`src/rtl/alu_seq_pkg.sv`:
```
// Shared types and opcode constants for the ALU instruction sequencer.
package alu_seq_pkg;

    typedef enum logic [2:0] {
        ST_FETCH,
        ST_DECODE,
        ST_EXEC,
        ST_MEM,
        ST_WB
    } state_t;

    localparam logic [3:0] OP_REG    = 4'h0;
    localparam logic [3:0] OP_NOT    = 4'h2;
    localparam logic [3:0] OP_LDST   = 4'h4;
    localparam logic [3:0] OP_ADDI   = 4'h5;
    localparam logic [3:0] OP_ADDUI  = 4'h6;
    localparam logic [3:0] OP_ADDCI  = 4'h7;
    localparam logic [3:0] OP_SHIFT  = 4'h8;
    localparam logic [3:0] OP_SUBI   = 4'h9;
    localparam logic [3:0] OP_CMPI   = 4'hB;
    localparam logic [3:0] OP_ADDCUI = 4'hE;

    localparam logic [7:0] FOP_WAIT  = 8'h00;
    localparam logic [7:0] FOP_AND   = 8'h01;
    localparam logic [7:0] FOP_OR    = 8'h02;
    localparam logic [7:0] FOP_XOR   = 8'h03;
    localparam logic [7:0] FOP_ADD   = 8'h05;
    localparam logic [7:0] FOP_ADDU  = 8'h06;
    localparam logic [7:0] FOP_ADDC  = 8'h07;
    localparam logic [7:0] FOP_SUB   = 8'h09;
    localparam logic [7:0] FOP_SUBC  = 8'h0A;
    localparam logic [7:0] FOP_CMP   = 8'h0B;
    localparam logic [7:0] FOP_CMPU  = 8'h0D;
    localparam logic [7:0] FOP_ADDCU = 8'h0E;
    localparam logic [7:0] FOP_ADDI  = 8'h50;
    localparam logic [7:0] FOP_SUBI  = 8'h90;
    localparam logic [7:0] FOP_CMPI  = 8'hB0;
    localparam logic [7:0] FOP_LOAD  = 8'h40;
    localparam logic [7:0] FOP_STORE = 8'h44;

    function automatic logic is_compare(input logic [7:0] fop);
        return (fop == FOP_CMP) || (fop == FOP_CMPI) || (fop == FOP_CMPU);
    endfunction

endpackage

```
`src/rtl/alu_sequencer_if.sv`:
```
// Instruction handshake, datapath control and memory signals of the sequencer.
interface alu_sequencer_if #(
    parameter int unsigned CNT_W = 16
);
    logic             instr_valid;
    logic [15:0]      instr;
    logic             instr_ready;
    logic [4:0]       alu_flags;
    logic             mem_ack;
    logic [7:0]       FullOp;
    logic [3:0]       Rdest;
    logic [3:0]       Rsrc;
    logic [15:0]      imm;
    logic             ctrlMuxB;
    logic             Write;
    logic             wb_sel;
    logic             mem_req;
    logic             mem_we;
    logic [4:0]       flags_q;
    logic             illegal;
    logic [CNT_W-1:0] retired;

    modport slave (
        input  instr_valid, instr, alu_flags, mem_ack,
        output instr_ready, FullOp, Rdest, Rsrc, imm, ctrlMuxB, Write,
               wb_sel, mem_req, mem_we, flags_q, illegal, retired
    );

    modport master (
        output instr_valid, instr, alu_flags, mem_ack,
        input  instr_ready, FullOp, Rdest, Rsrc, imm, ctrlMuxB, Write,
               wb_sel, mem_req, mem_we, flags_q, illegal, retired
    );
endinterface

```
`src/rtl/alu_seq_decode.sv`:
```
// Combinational instruction decoder: instruction word to datapath control fields.
module alu_seq_decode
    import alu_seq_pkg::*;
(
    input  logic [15:0] instr,
    output logic [7:0]  FullOp,
    output logic [15:0] imm,
    output logic        ctrlMuxB,
    output logic        is_load,
    output logic        is_store,
    output logic        no_write,
    output logic        legal
);
    logic [3:0] op;
    logic [3:0] ext;
    logic [7:0] imm8;

    assign op   = instr[15:12];
    assign ext  = instr[7:4];
    assign imm8 = instr[7:0];

    always_comb begin
        FullOp   = '0;
        imm      = '0;
        ctrlMuxB = 1'b0;
        is_load  = 1'b0;
        is_store = 1'b0;
        legal    = 1'b0;
        case (op)
            OP_REG: begin
                if (ext inside {4'h0, 4'h1, 4'h2, 4'h3, 4'h5, 4'h6, 4'h7,
                                4'h9, 4'hA, 4'hB, 4'hD, 4'hE}) begin
                    legal  = 1'b1;
                    FullOp = {op, ext};
                end
            end
            OP_ADDI, OP_SUBI, OP_CMPI, OP_ADDCI: begin
                legal    = 1'b1;
                FullOp   = {op, 4'h0};
                imm      = {{8{imm8[7]}}, imm8};
                ctrlMuxB = 1'b1;
            end
            OP_ADDUI, OP_ADDCUI, OP_NOT: begin
                legal    = 1'b1;
                FullOp   = {op, 4'h0};
                imm      = {8'h00, imm8};
                ctrlMuxB = 1'b1;
            end
            OP_SHIFT: begin
                FullOp = {op, ext};
                // Immediate shifts take the amount from the Rsrc field.
                if (ext[3:1] == 3'b000) begin
                    legal    = 1'b1;
                    ctrlMuxB = 1'b1;
                    imm      = {12'h000, instr[3:0]};
                end else if (ext inside {4'h2, 4'h4, 4'h6}) begin
                    legal = 1'b1;
                end
            end
            OP_LDST: begin
                FullOp = {op, ext};
                if (ext == 4'h0) begin
                    legal   = 1'b1;
                    is_load = 1'b1;
                end else if (ext == 4'h4) begin
                    legal    = 1'b1;
                    is_store = 1'b1;
                end
            end
            default: ;
        endcase
        no_write = legal && (FullOp == FOP_WAIT || is_compare(FullOp) || is_store);
    end
endmodule

```
`src/rtl/alu_sequencer.sv`:
```
// Multi-cycle FETCH/DECODE/EXEC/MEM/WB sequencer driving the ALU datapath controls.
module alu_sequencer
    import alu_seq_pkg::*;
#(
    parameter int unsigned MEM_TIMEOUT = 15,
    parameter int unsigned CNT_W       = 16
) (
    input  logic            clk,
    input  logic            rst,
    alu_sequencer_if.slave  bus
);
    localparam logic [7:0] TMO_LAST = 8'(MEM_TIMEOUT - 1);

    state_t           state, state_nxt;
    logic [15:0]      instr_q;
    logic [7:0]       dec_fop;
    logic [15:0]      dec_imm;
    logic             dec_cmux, dec_load, dec_store, dec_nowr, dec_legal;
    logic [7:0]       fop_q;
    logic [3:0]       rdest_q, rsrc_q;
    logic [15:0]      imm_q;
    logic             cmux_q, load_q, store_q, nowr_q;
    logic [7:0]       tcnt;
    logic [4:0]       flags_r;
    logic [CNT_W-1:0] retired_q;
    logic             retire, timeout;

    alu_seq_decode u_decode (
        .instr    (instr_q),
        .FullOp   (dec_fop),
        .imm      (dec_imm),
        .ctrlMuxB (dec_cmux),
        .is_load  (dec_load),
        .is_store (dec_store),
        .no_write (dec_nowr),
        .legal    (dec_legal)
    );

    always_comb begin
        state_nxt = state;
        retire    = 1'b0;
        timeout   = 1'b0;
        case (state)
            ST_FETCH:  if (bus.instr_valid) state_nxt = ST_DECODE;
            ST_DECODE: state_nxt = dec_legal ? ST_EXEC : ST_FETCH;
            ST_EXEC: begin
                if (load_q || store_q) begin
                    state_nxt = ST_MEM;
                end else if (nowr_q) begin
                    state_nxt = ST_FETCH;
                    retire    = 1'b1;
                end else begin
                    state_nxt = ST_WB;
                end
            end
            ST_MEM: begin
                // An ack in the final allowed cycle still wins over the timeout.
                if (bus.mem_ack) begin
                    state_nxt = load_q ? ST_WB : ST_FETCH;
                    retire    = !load_q;
                end else if (tcnt == TMO_LAST) begin
                    state_nxt = ST_FETCH;
                    timeout   = 1'b1;
                end
            end
            ST_WB: begin
                state_nxt = ST_FETCH;
                retire    = 1'b1;
            end
            default: state_nxt = ST_FETCH;
        endcase
    end

    always_ff @(posedge clk or negedge rst) begin
        if (!rst) begin
            state     <= ST_FETCH;
            instr_q   <= '0;
            fop_q     <= '0;
            rdest_q   <= '0;
            rsrc_q    <= '0;
            imm_q     <= '0;
            cmux_q    <= 1'b0;
            load_q    <= 1'b0;
            store_q   <= 1'b0;
            nowr_q    <= 1'b0;
            tcnt      <= '0;
            flags_r   <= '0;
            retired_q <= '0;
        end else begin
            state <= state_nxt;
            if (state == ST_FETCH && bus.instr_valid) instr_q <= bus.instr;
            if (state == ST_DECODE && dec_legal) begin
                fop_q   <= dec_fop;
                rdest_q <= instr_q[11:8];
                rsrc_q  <= instr_q[3:0];
                imm_q   <= dec_imm;
                cmux_q  <= dec_cmux;
                load_q  <= dec_load;
                store_q <= dec_store;
                nowr_q  <= dec_nowr;
            end
            if (state == ST_EXEC && fop_q != FOP_WAIT && !load_q && !store_q)
                flags_r <= bus.alu_flags;
            tcnt <= (state == ST_MEM) ? tcnt + 8'd1 : '0;
            if (retire) retired_q <= retired_q + CNT_W'(1);
        end
    end

    assign bus.instr_ready = (state == ST_FETCH);
    assign bus.Write       = (state == ST_WB);
    assign bus.wb_sel      = (state == ST_WB) && load_q;
    assign bus.mem_req     = (state == ST_MEM);
    assign bus.mem_we      = (state == ST_MEM) && store_q;
    assign bus.illegal     = (state == ST_DECODE && !dec_legal) || timeout;
    assign bus.FullOp      = fop_q;
    assign bus.Rdest       = rdest_q;
    assign bus.Rsrc        = rsrc_q;
    assign bus.imm         = imm_q;
    assign bus.ctrlMuxB    = cmux_q;
    assign bus.flags_q     = flags_r;
    assign bus.retired     = retired_q;
endmodule
```
`src/flat_wrapper.sv`:
```
// flat-port wrapper written by rule: the top's interface ports become plain ports
module alu_sequencer_flat import alu_seq_pkg::*;
#(
    parameter int unsigned MEM_TIMEOUT = 15,
    parameter int unsigned CNT_W       = 16
)
  (clk, rst, bus_instr_valid, bus_instr, bus_alu_flags, bus_mem_ack, bus_instr_ready, bus_FullOp, bus_Rdest, bus_Rsrc, bus_imm, bus_ctrlMuxB, bus_Write, bus_wb_sel, bus_mem_req, bus_mem_we, bus_flags_q, bus_illegal, bus_retired);
  alu_sequencer_if #(.CNT_W(CNT_W)) bus_i ();
  input  logic clk;
  input  logic rst;
  input wire logic [$bits(bus_i.instr_valid)-1:0] bus_instr_valid;
  input wire logic [$bits(bus_i.instr)-1:0] bus_instr;
  input wire logic [$bits(bus_i.alu_flags)-1:0] bus_alu_flags;
  input wire logic [$bits(bus_i.mem_ack)-1:0] bus_mem_ack;
  output wire logic [$bits(bus_i.instr_ready)-1:0] bus_instr_ready;
  output wire logic [$bits(bus_i.FullOp)-1:0] bus_FullOp;
  output wire logic [$bits(bus_i.Rdest)-1:0] bus_Rdest;
  output wire logic [$bits(bus_i.Rsrc)-1:0] bus_Rsrc;
  output wire logic [$bits(bus_i.imm)-1:0] bus_imm;
  output wire logic [$bits(bus_i.ctrlMuxB)-1:0] bus_ctrlMuxB;
  output wire logic [$bits(bus_i.Write)-1:0] bus_Write;
  output wire logic [$bits(bus_i.wb_sel)-1:0] bus_wb_sel;
  output wire logic [$bits(bus_i.mem_req)-1:0] bus_mem_req;
  output wire logic [$bits(bus_i.mem_we)-1:0] bus_mem_we;
  output wire logic [$bits(bus_i.flags_q)-1:0] bus_flags_q;
  output wire logic [$bits(bus_i.illegal)-1:0] bus_illegal;
  output wire logic [$bits(bus_i.retired)-1:0] bus_retired;
  assign bus_i.instr_valid = bus_instr_valid;
  assign bus_i.instr = bus_instr;
  assign bus_i.alu_flags = bus_alu_flags;
  assign bus_i.mem_ack = bus_mem_ack;
  assign bus_instr_ready = bus_i.instr_ready;
  assign bus_FullOp = bus_i.FullOp;
  assign bus_Rdest = bus_i.Rdest;
  assign bus_Rsrc = bus_i.Rsrc;
  assign bus_imm = bus_i.imm;
  assign bus_ctrlMuxB = bus_i.ctrlMuxB;
  assign bus_Write = bus_i.Write;
  assign bus_wb_sel = bus_i.wb_sel;
  assign bus_mem_req = bus_i.mem_req;
  assign bus_mem_we = bus_i.mem_we;
  assign bus_flags_q = bus_i.flags_q;
  assign bus_illegal = bus_i.illegal;
  assign bus_retired = bus_i.retired;
  alu_sequencer #(.MEM_TIMEOUT(MEM_TIMEOUT), .CNT_W(CNT_W)) u_core (.clk(clk), .rst(rst), .bus(bus_i));
endmodule
```
`config.mk`:
```
export PLATFORM = sky130hd
export DESIGN_NAME = alu_sequencer_flat
export DESIGN_NICKNAME = d
export VERILOG_FILES = /design/src/rtl/alu_seq_pkg.sv /design/src/rtl/alu_sequencer_if.sv /design/src/rtl/alu_seq_decode.sv /design/src/rtl/alu_sequencer.sv /design/src/flat_wrapper.sv
export SDC_FILE = /design/constraint.sdc
export NUM_CORES = 1
export LEC_CHECK = 0
export ABC_AREA = 1
export ABC_CLOCK_PERIOD_IN_PS = 1900
export BUFFER_PORTS_ARGS = -buffer_cell sky130_fd_sc_hd__clkbuf_2
export CORE_MARGIN = 3
export CORE_UTILIZATION = 34
export CTS_CLUSTER_SIZE = 8
export DETAILED_ROUTE_END_ITERATION = 8
export GPL_ROUTABILITY_DRIVEN = 0
export MAX_ROUTING_LAYER = met4
export PLACE_DENSITY = 0.63
export SLEW_MARGIN = 20
export SYNTH_ARGS = -nofsm -noshare
export SYNTH_HDL_FRONTEND = slang
export SYNTH_SLANG_ARGS = --single-unit
```
`constraint.sdc`:
```
create_clock -name clk -period 1.9 [get_ports clk]
set_input_delay 0.095 -clock clk [delete_from_list [all_inputs] [get_ports clk]]
set_output_delay 0.095 -clock clk [all_outputs]
set_load 0.005 [all_outputs]
```
## Word level (Yosys, flattened, before mapping)

Index checks and enable logic that the tools add are counted.

- Word-level logic and storage cells: 109
- Output and inout port bits: 60
- Register bits: 84

- Equality and inequality tests: 31
- Reductions and logical operators: 31
- Add/sub/neg operators: 2
- Muxes and demuxes: 32

Operators with widths:

| kind | number |
|---|---|
| case mux 16 bit (3 select lines) | 1 |
| == test 4 bit (second input constant) | 9 |
| == test 4 x 3 -> 1 bit (second input constant) | 8 |
| == test 8 x 4 -> 1 bit (second input constant) | 3 |
| case mux 8 bit (3 select lines) | 1 |
| 2-to-1 mux 3 bit | 6 |
| adder 16 x 1 -> 16 bit (second input constant) | 1 |
| 2-to-1 mux 1 bit | 16 |
| 2-to-1 mux 8 bit | 2 |
| == test 4 x 2 -> 1 bit (second input constant) | 3 |
| case mux 3 bit (4 select lines) | 1 |
| nonzero test 12 bit | 1 |
| logical AND 1 bit | 9 |
| adder 8 x 1 -> 8 bit (second input constant) | 1 |
| == test 8 bit (second input constant) | 1 |
| zero test 4 bit | 2 |
| zero test 8 bit | 1 |
| nonzero test 8 bit | 1 |
| OR reduction 7 bit | 1 |
| == test 3 x 2 -> 1 bit (second input constant) | 2 |
| zero test 3 bit | 2 |
| logical OR 1 bit | 6 |
| == test 4 x 1 -> 1 bit (second input constant) | 1 |
| 2-to-1 mux 4 bit | 1 |
| other kinds (14) | 16 |

## Logic depth before layout (Yosys ltp)

- Depth in word-level cells: 10
- Depth in mapped cells: 12
- Mapped depth without buffers: 12

## Hierarchy

Synthesis repeated with hierarchy kept, for this count alone.

- Cells, all modules: 495
- Area, all modules: 4,245.3 um2

By module, submodules not included:

| module | area an instance (um2) | cells an instance | times used |
|---|---|---|---|
| alu_sequencer | 3,792.4 | 399 | 1 |
| alu_seq_decode | 452.9 | 96 | 1 |

## Worst setup path before layout

Ideal clock, no wire load.

- Path kind: reg2reg
- From: register u_core.instr_q[12]
- To: register u_core.load_q
- Setup slack: 399 ps
- Setup time: 126 ps
- Stages on the path, launching flop included: 11
- Data arrival time: 1,375 ps
- Cells stage by stage: dfrtp_1 > inv_2 > nand2_1 > nor2_2 > a21oi_2 > nand2_2 > nand2_4 > buf_6 > buf_6 > nand2_1 > o21ai_0

- Word-level cells in the longest chain between the ends: 4

RTL lines:

| element | line | source |
|---|---|---|
| start: declaration | alu_sequencer.sv:15 | `logic [15:0] instr_q;` |
| start signal: assignment | alu_sequencer.sv:91 | `if (state == ST_FETCH && bus.instr_valid) instr_q <= bus.instr;` |
| == test 4 x 3 -> 1 bit (tied with other cells) | alu_seq_decode.sv:29 | `case (op)` |
| OR reduction 7 bit (no source line) | n/a |  |
| case mux 1 bit (4 select lines) | alu_seq_decode.sv:29 |  |
| logical AND 1 bit | alu_sequencer.sv:92 | `if (state == ST_DECODE && dec_legal) begin` |
| end signal: assignment | alu_sequencer.sv:98 | `load_q <= dec_load;` |
| end: declaration | alu_sequencer.sv:22 | `logic cmux_q, load_q, store_q, nowr_q;` |

Parallel ways exist; a longest one is shown, timed or not.
A chain may end at the register's enable or synchronous reset.

## Final worst setup path

- From: register u_core.instr_q[15]
- To: output bus_illegal

- Word-level cells in the longest chain between the ends: 6

RTL lines:

| element | line | source |
|---|---|---|
| == test 4 x 3 -> 1 bit (tied with other cells) | alu_seq_decode.sv:29 |  |
| OR reduction 7 bit (no source line) | n/a |  |
| case mux 1 bit (4 select lines) (*) | alu_seq_decode.sv:29 |  |
| zero test 1 bit (*) | alu_sequencer.sv:114 | `assign bus.illegal = (state == ST_DECODE && !dec_legal) \|\| timeout;` |
| logical AND 1 bit (*) | alu_sequencer.sv:114 |  |
| logical OR 1 bit (*) | alu_sequencer.sv:114 |  |
| end: declaration | flat_wrapper.sv:26 | `output wire logic [$bits(bus_i.illegal)-1:0] bus_illegal;` |

Mark *: on every way between the ends. The rest lies on a longest branch, timed or not.

==> results list <==
* Area growth, synth to finish: 25.8%
* Yosys warning total: 0
- Largest fanout of any net on the critical path: 5
- Flop2flop setup slack: 0.13 ns
* Power density over cell area: ~1400 nW/um^2
* Switching power share of the total: 41.8%
- The worst setup path is captured at an output pin.
* Synthesized Nets: 469
- Each instance of the synthesized netlist takes up on average approximately 8.5 um^2.
- The largest total area in the synthesized netlist belongs to sky130_fd_sc_hd__dfrtp_1.
- Number of remaining DRC errors: 0
- The top cell type by area accounts for approximately 52% of the synthesized area.
* CTS tree: built
- Counting tap cells, the placed design contains a total of 654 instances.
- The number of antenna violations at the first check in global routing came to 0.
* Total wire length: 8600 um
* Setup tns final: 0 ns
- After layout, the worst path uses 95.8% of the clock period.
- Based on the critical path, the design can be clocked at up to roughly 550 MHz.
- For this run, asynchronously set or reset flops after synthesis account for 100%.
- Clock insertion delay at the later pin of the skew report: around 0.35 ns
- The endpoint identified for the worst register-to-register timing path is u_core.bus.imm[3]$_DFFE_PN0P_.
- Setup crit start kind: flip-flop
- The clock network burns 16.4% of the power.
- Wire length of the first global-routing pass: 14,900 um
* Static Leak: 2.38 nW
- TritonCTS buffer count: 9
- Counting every sink on the clock net gives 77.
- Yosys instantiated no cell more often than sky130_fd_sc_hd__nand2_1.
- Synthesized instance count: 441
- Critical Path Most Common Cell: sky130_fd_sc_hd__nand2_2
- Leaving out filler cells and counting taps, the final layout contains just under 700.
* GRT Overall Usage: about 15%
- Mean routed wirelength per cell: ~12 um
- The initialized floorplan defines 37 standard-cell rows.
* CP max-delay cell: sky130_fd_sc_hd__dfrtp_2
- Number of nets in the finished design: 577
- The first routing iteration left 202 violations.
- Setup violations remaining at the end of the flow were counted as 0.
- Max Cap Violations: 0
* Post-CTS setup-driven buffer insertion count: 0
* Result of the run: finished clean
- Placed inst area: 4300 um^2
* Number of max-slew violations in the final report: 0
- The path class of the tightest hold or removal check is primary input to flip-flop.
- After global routing the overflow that remains totals 0.
- Counting along the longest clock path gives a buffer depth of 2.
- RSZ-0062 raised after global routing: true
* Worst-case reg-to-reg path depth: 11
* Final hold viol count: 0
* Max IR drop VDD: 0.572 mV
* Part of the power in registers: 41.4%
- Counting flops and latches in the post-synthesis netlist gives 77.
- Final instance area: about 4700 um^2
- Clock-pin slew was measured on the worst setup and hold paths at 0.08 ns.
- Dividing the detail-routed via count by the number of cells gives about 4.7.
- The number of buffers and inverters on the critical path is 2.
- 0 antenna diodes ended up in the layout.
- CTS HTree Levels: 3
* Type of the worst setup path: flip-flop to output pin
- Main synth FF type: sky130_fd_sc_hd__dfrtp_1
- Half-perimeter wire length after detailed placement: 6470 um
- Data arrival, critical path: 1.72 ns
- On the worst path, the slowest cell contributes a delay of between 0.4 and 0.5 ns.
- Cell types with the largest area share after synthesis: sky130_fd_sc_hd__dfrtp_1 52%, sky130_fd_sc_hd__nand2_1 12%, sky130_fd_sc_hd__inv_1 3.8%, sky130_fd_sc_hd__nand3_1 3.8%, sky130_fd_sc_hd__nor2_1 3.2%
- In this run the most critical hold path is launched from bus_instr[4].
- Slew at the pin closest to its max-slew limit: slightly above 0.5 ns
- between 80 and 90 I/O pins were placed.
- Starting density of the core: 35.5%
- The routed design could run at a clock period as short as around 1.8 ns.
* Hold Crit Endpoint: u_core.instr_q[4]$_DFFE_PN0P_
* Post-Syn Area: 3730 um^2
- Drt first pass iters: 4
* PortBufs: 84
- Area enclosed by the die boundary: 12,300 um^2
* Comb power frac: 42.2%
- Maximum number of pins on one net before global-route repair: 40
- Max transition margin: 65.4%
* Cell-by-cell trace of the critical path: inv_2 > nand2_1 > nand2_2 > nand2_2 > nand2_2 > a21oi_2 > nand2_2 > o22ai_4 > clkbuf_2
- Post-synthesis sequential area ratio: between 50% and 60%
- Final Skew: 0.0138 ns
- The die is ~110 um wide.
* P_sw: 2.78 mW
- Via count: 3,228
- In this run the critical register-to-register path is launched from u_core.instr_q[13]$_DFFE_PN0P_.
* Fillcell total: 1,017
- Yosys mapped a number of flops with a built-in enable equal to 0.
- Post-DRT Antenna Nets: 0
- Slack of the critical path: 0.0807 ns
- STA puts the critical path data required time at 1.80 ns.
- Clock tree synthesis selected as its root buffer the cell sky130_fd_sc_hd__clkbuf_8.
* Pre-CTS WS: approximately 0.17 ns
- Design internal power: 3.86 mW
- Leading cell types by count after synthesis: 124 x sky130_fd_sc_hd__nand2_1, 77 x sky130_fd_sc_hd__dfrtp_1, 38 x sky130_fd_sc_hd__inv_1
* Cell variety after synth: 35
- Counting instances, the worst hold path has a depth of 3.
* Layout cells sized above 1: a little over a quarter
- In this run the vertical extent of the chip is 111 um.
- In this design, the largest share of critical-path delay is due to simple AND/OR/NAND/NOR gates.
* Vias in the first global route: 3,147
* Floorplan Core Area: approximately 11,000 um^2
## worst max path at each step
| stage | from | endpoint | slack [ns] | cells past startpoint |
|---|---|---|---|---|
| detailed placement | u_core.instr_q[13]$_DFFE_PN0P_ | u_core.bus.imm[2]$_DFFE_PN0P_ | 0.17 | 11 |
| global route | u_core.instr_q[15]$_DFFE_PN0P_ | bus_illegal | -0.03 | 9 |
| finish | u_core.instr_q[15]$_DFFE_PN0P_ | bus_illegal | 0.08 | 9 |
| global placement | u_core.instr_q[14]$_DFFE_PN0P_ | u_core.bus.imm[3]$_DFFE_PN0P_ | 0.28 | 11 |
| CTS | u_core.instr_q[4]$_DFFE_PN0P_ | bus_illegal | 0.004 | 8 |
| floorplan | u_core.instr_q[12]$_DFFE_PN0P_ | u_core.load_q$_DFFE_PN0P_ | 0.40 | 10 |
## power by group through the flow
stage	registers [mW]	clock network (mW)	logic, mW
after global placement	2.75	0	2.72
after CTS	2.74	1.13	2.81
final	2.75	1.09	2.80
after global routing	2.86	1.20	3.18
after detailed placement	2.77	0	2.76
after floorplan	2.67	0	1.88
## state kept, by name (all words and copies together) (netlist names)
name	cells
u_core.bus.retired	16
u_core.tcnt	8
u_core.bus.Rsrc	4
u_core.store_q	1
u_core.state	3
u_core.bus.imm	9
u_core.bus.ctrlMuxB	1
u_core.instr_q	16
u_core.load_q	1
u_core.nowr_q	1
u_core.bus.flags_q	5
u_core.bus.FullOp	8
u_core.bus.Rdest	4
## cells in the final DEF, fill, tap and decap left out, drive strengths merged
master and n:
nand3b 1, buf 10, ha 3, nor3 12
nor3b 1, xnor2 2, xor2 10, clkbuf 93
clkinv 3, nor4 6, o21ai 30, o31ai 1
dfrtp 77, o22ai 1, nand4 6, nand3 30
a31oi 2, o21a 1, o211ai 1, nand2 132
inv 49, a21boi 1, nor2 35, a21oi 19
mux2 7, dlygate4sd3 20
## logic make-up (layout without fill, tap and decap cells)
group	Yosys count	after routing	share of synthesized area [%]
simple gates	223	223	26.4
flops	77	77	51.6
buf+inv	63	175	7.91
compound gates	56	56	8.08
xor+xnor	12	12	2.82
mux	7	7	2.11
fa+ha+maj	3	3	1.01
## area by class of cell
type,count,area [um^2],area share (%)
repair buffers,113,716,15.2
clock buffers,10,128,2.72
multi-input cells,301,1530,32.7
clock inverters,5,36.3,0.773
inverters,47,179,3.81
well taps,136,170,3.63
flip-flops and latches,77,1930,41.2
## per-layer routing
metal | track usage (%) | wire [um] | vias to the layer above | share of wire [%]
li1 | - | - | 1634 | -
met1 | 19.1 | 4050 | 1504 | 47
met2 | 23.6 | 4080 | 78 | 47
met3 | 2.29 | 297 | 12 | 3.5
met4 | 5.83 | 172 | 0 | 2.0
met5 | - | 0 | - | 0
## tightest hold or removal path, stage by stage
cell	delay, ns
sky130_fd_sc_hd__clkbuf_2	0.08
sky130_fd_sc_hd__nor2_1	0.04
sky130_fd_sc_hd__a21oi_1	0.11
## metrics by stage
step	hold WS, ns	total power [mW]	utilization [%]
4_1_cts	0.000118	6.68	44.4
3_5_place_dp	0.113	5.52	40.9
2_1_floorplan	-0.201	4.55	-
5_1_grt	0.0153	7.24	44.7
3_3_place_gp	0.107	5.47	40.9
6_report	0.0203	6.64	44.7
## timing repair
| item | 4_1_cts | 5_1_grt |
|---|---|---|
| resized for setup | 1 | 9 |
| cloned | 0 | 0 |
| hold buffers | 20 | 0 |
| setup endpoints to repair | 1 | 3 |
| hold endpoints to repair | 57 | 0 |
| pin swaps | 0 | 1 |
Power figures use the tool's default switching activity.
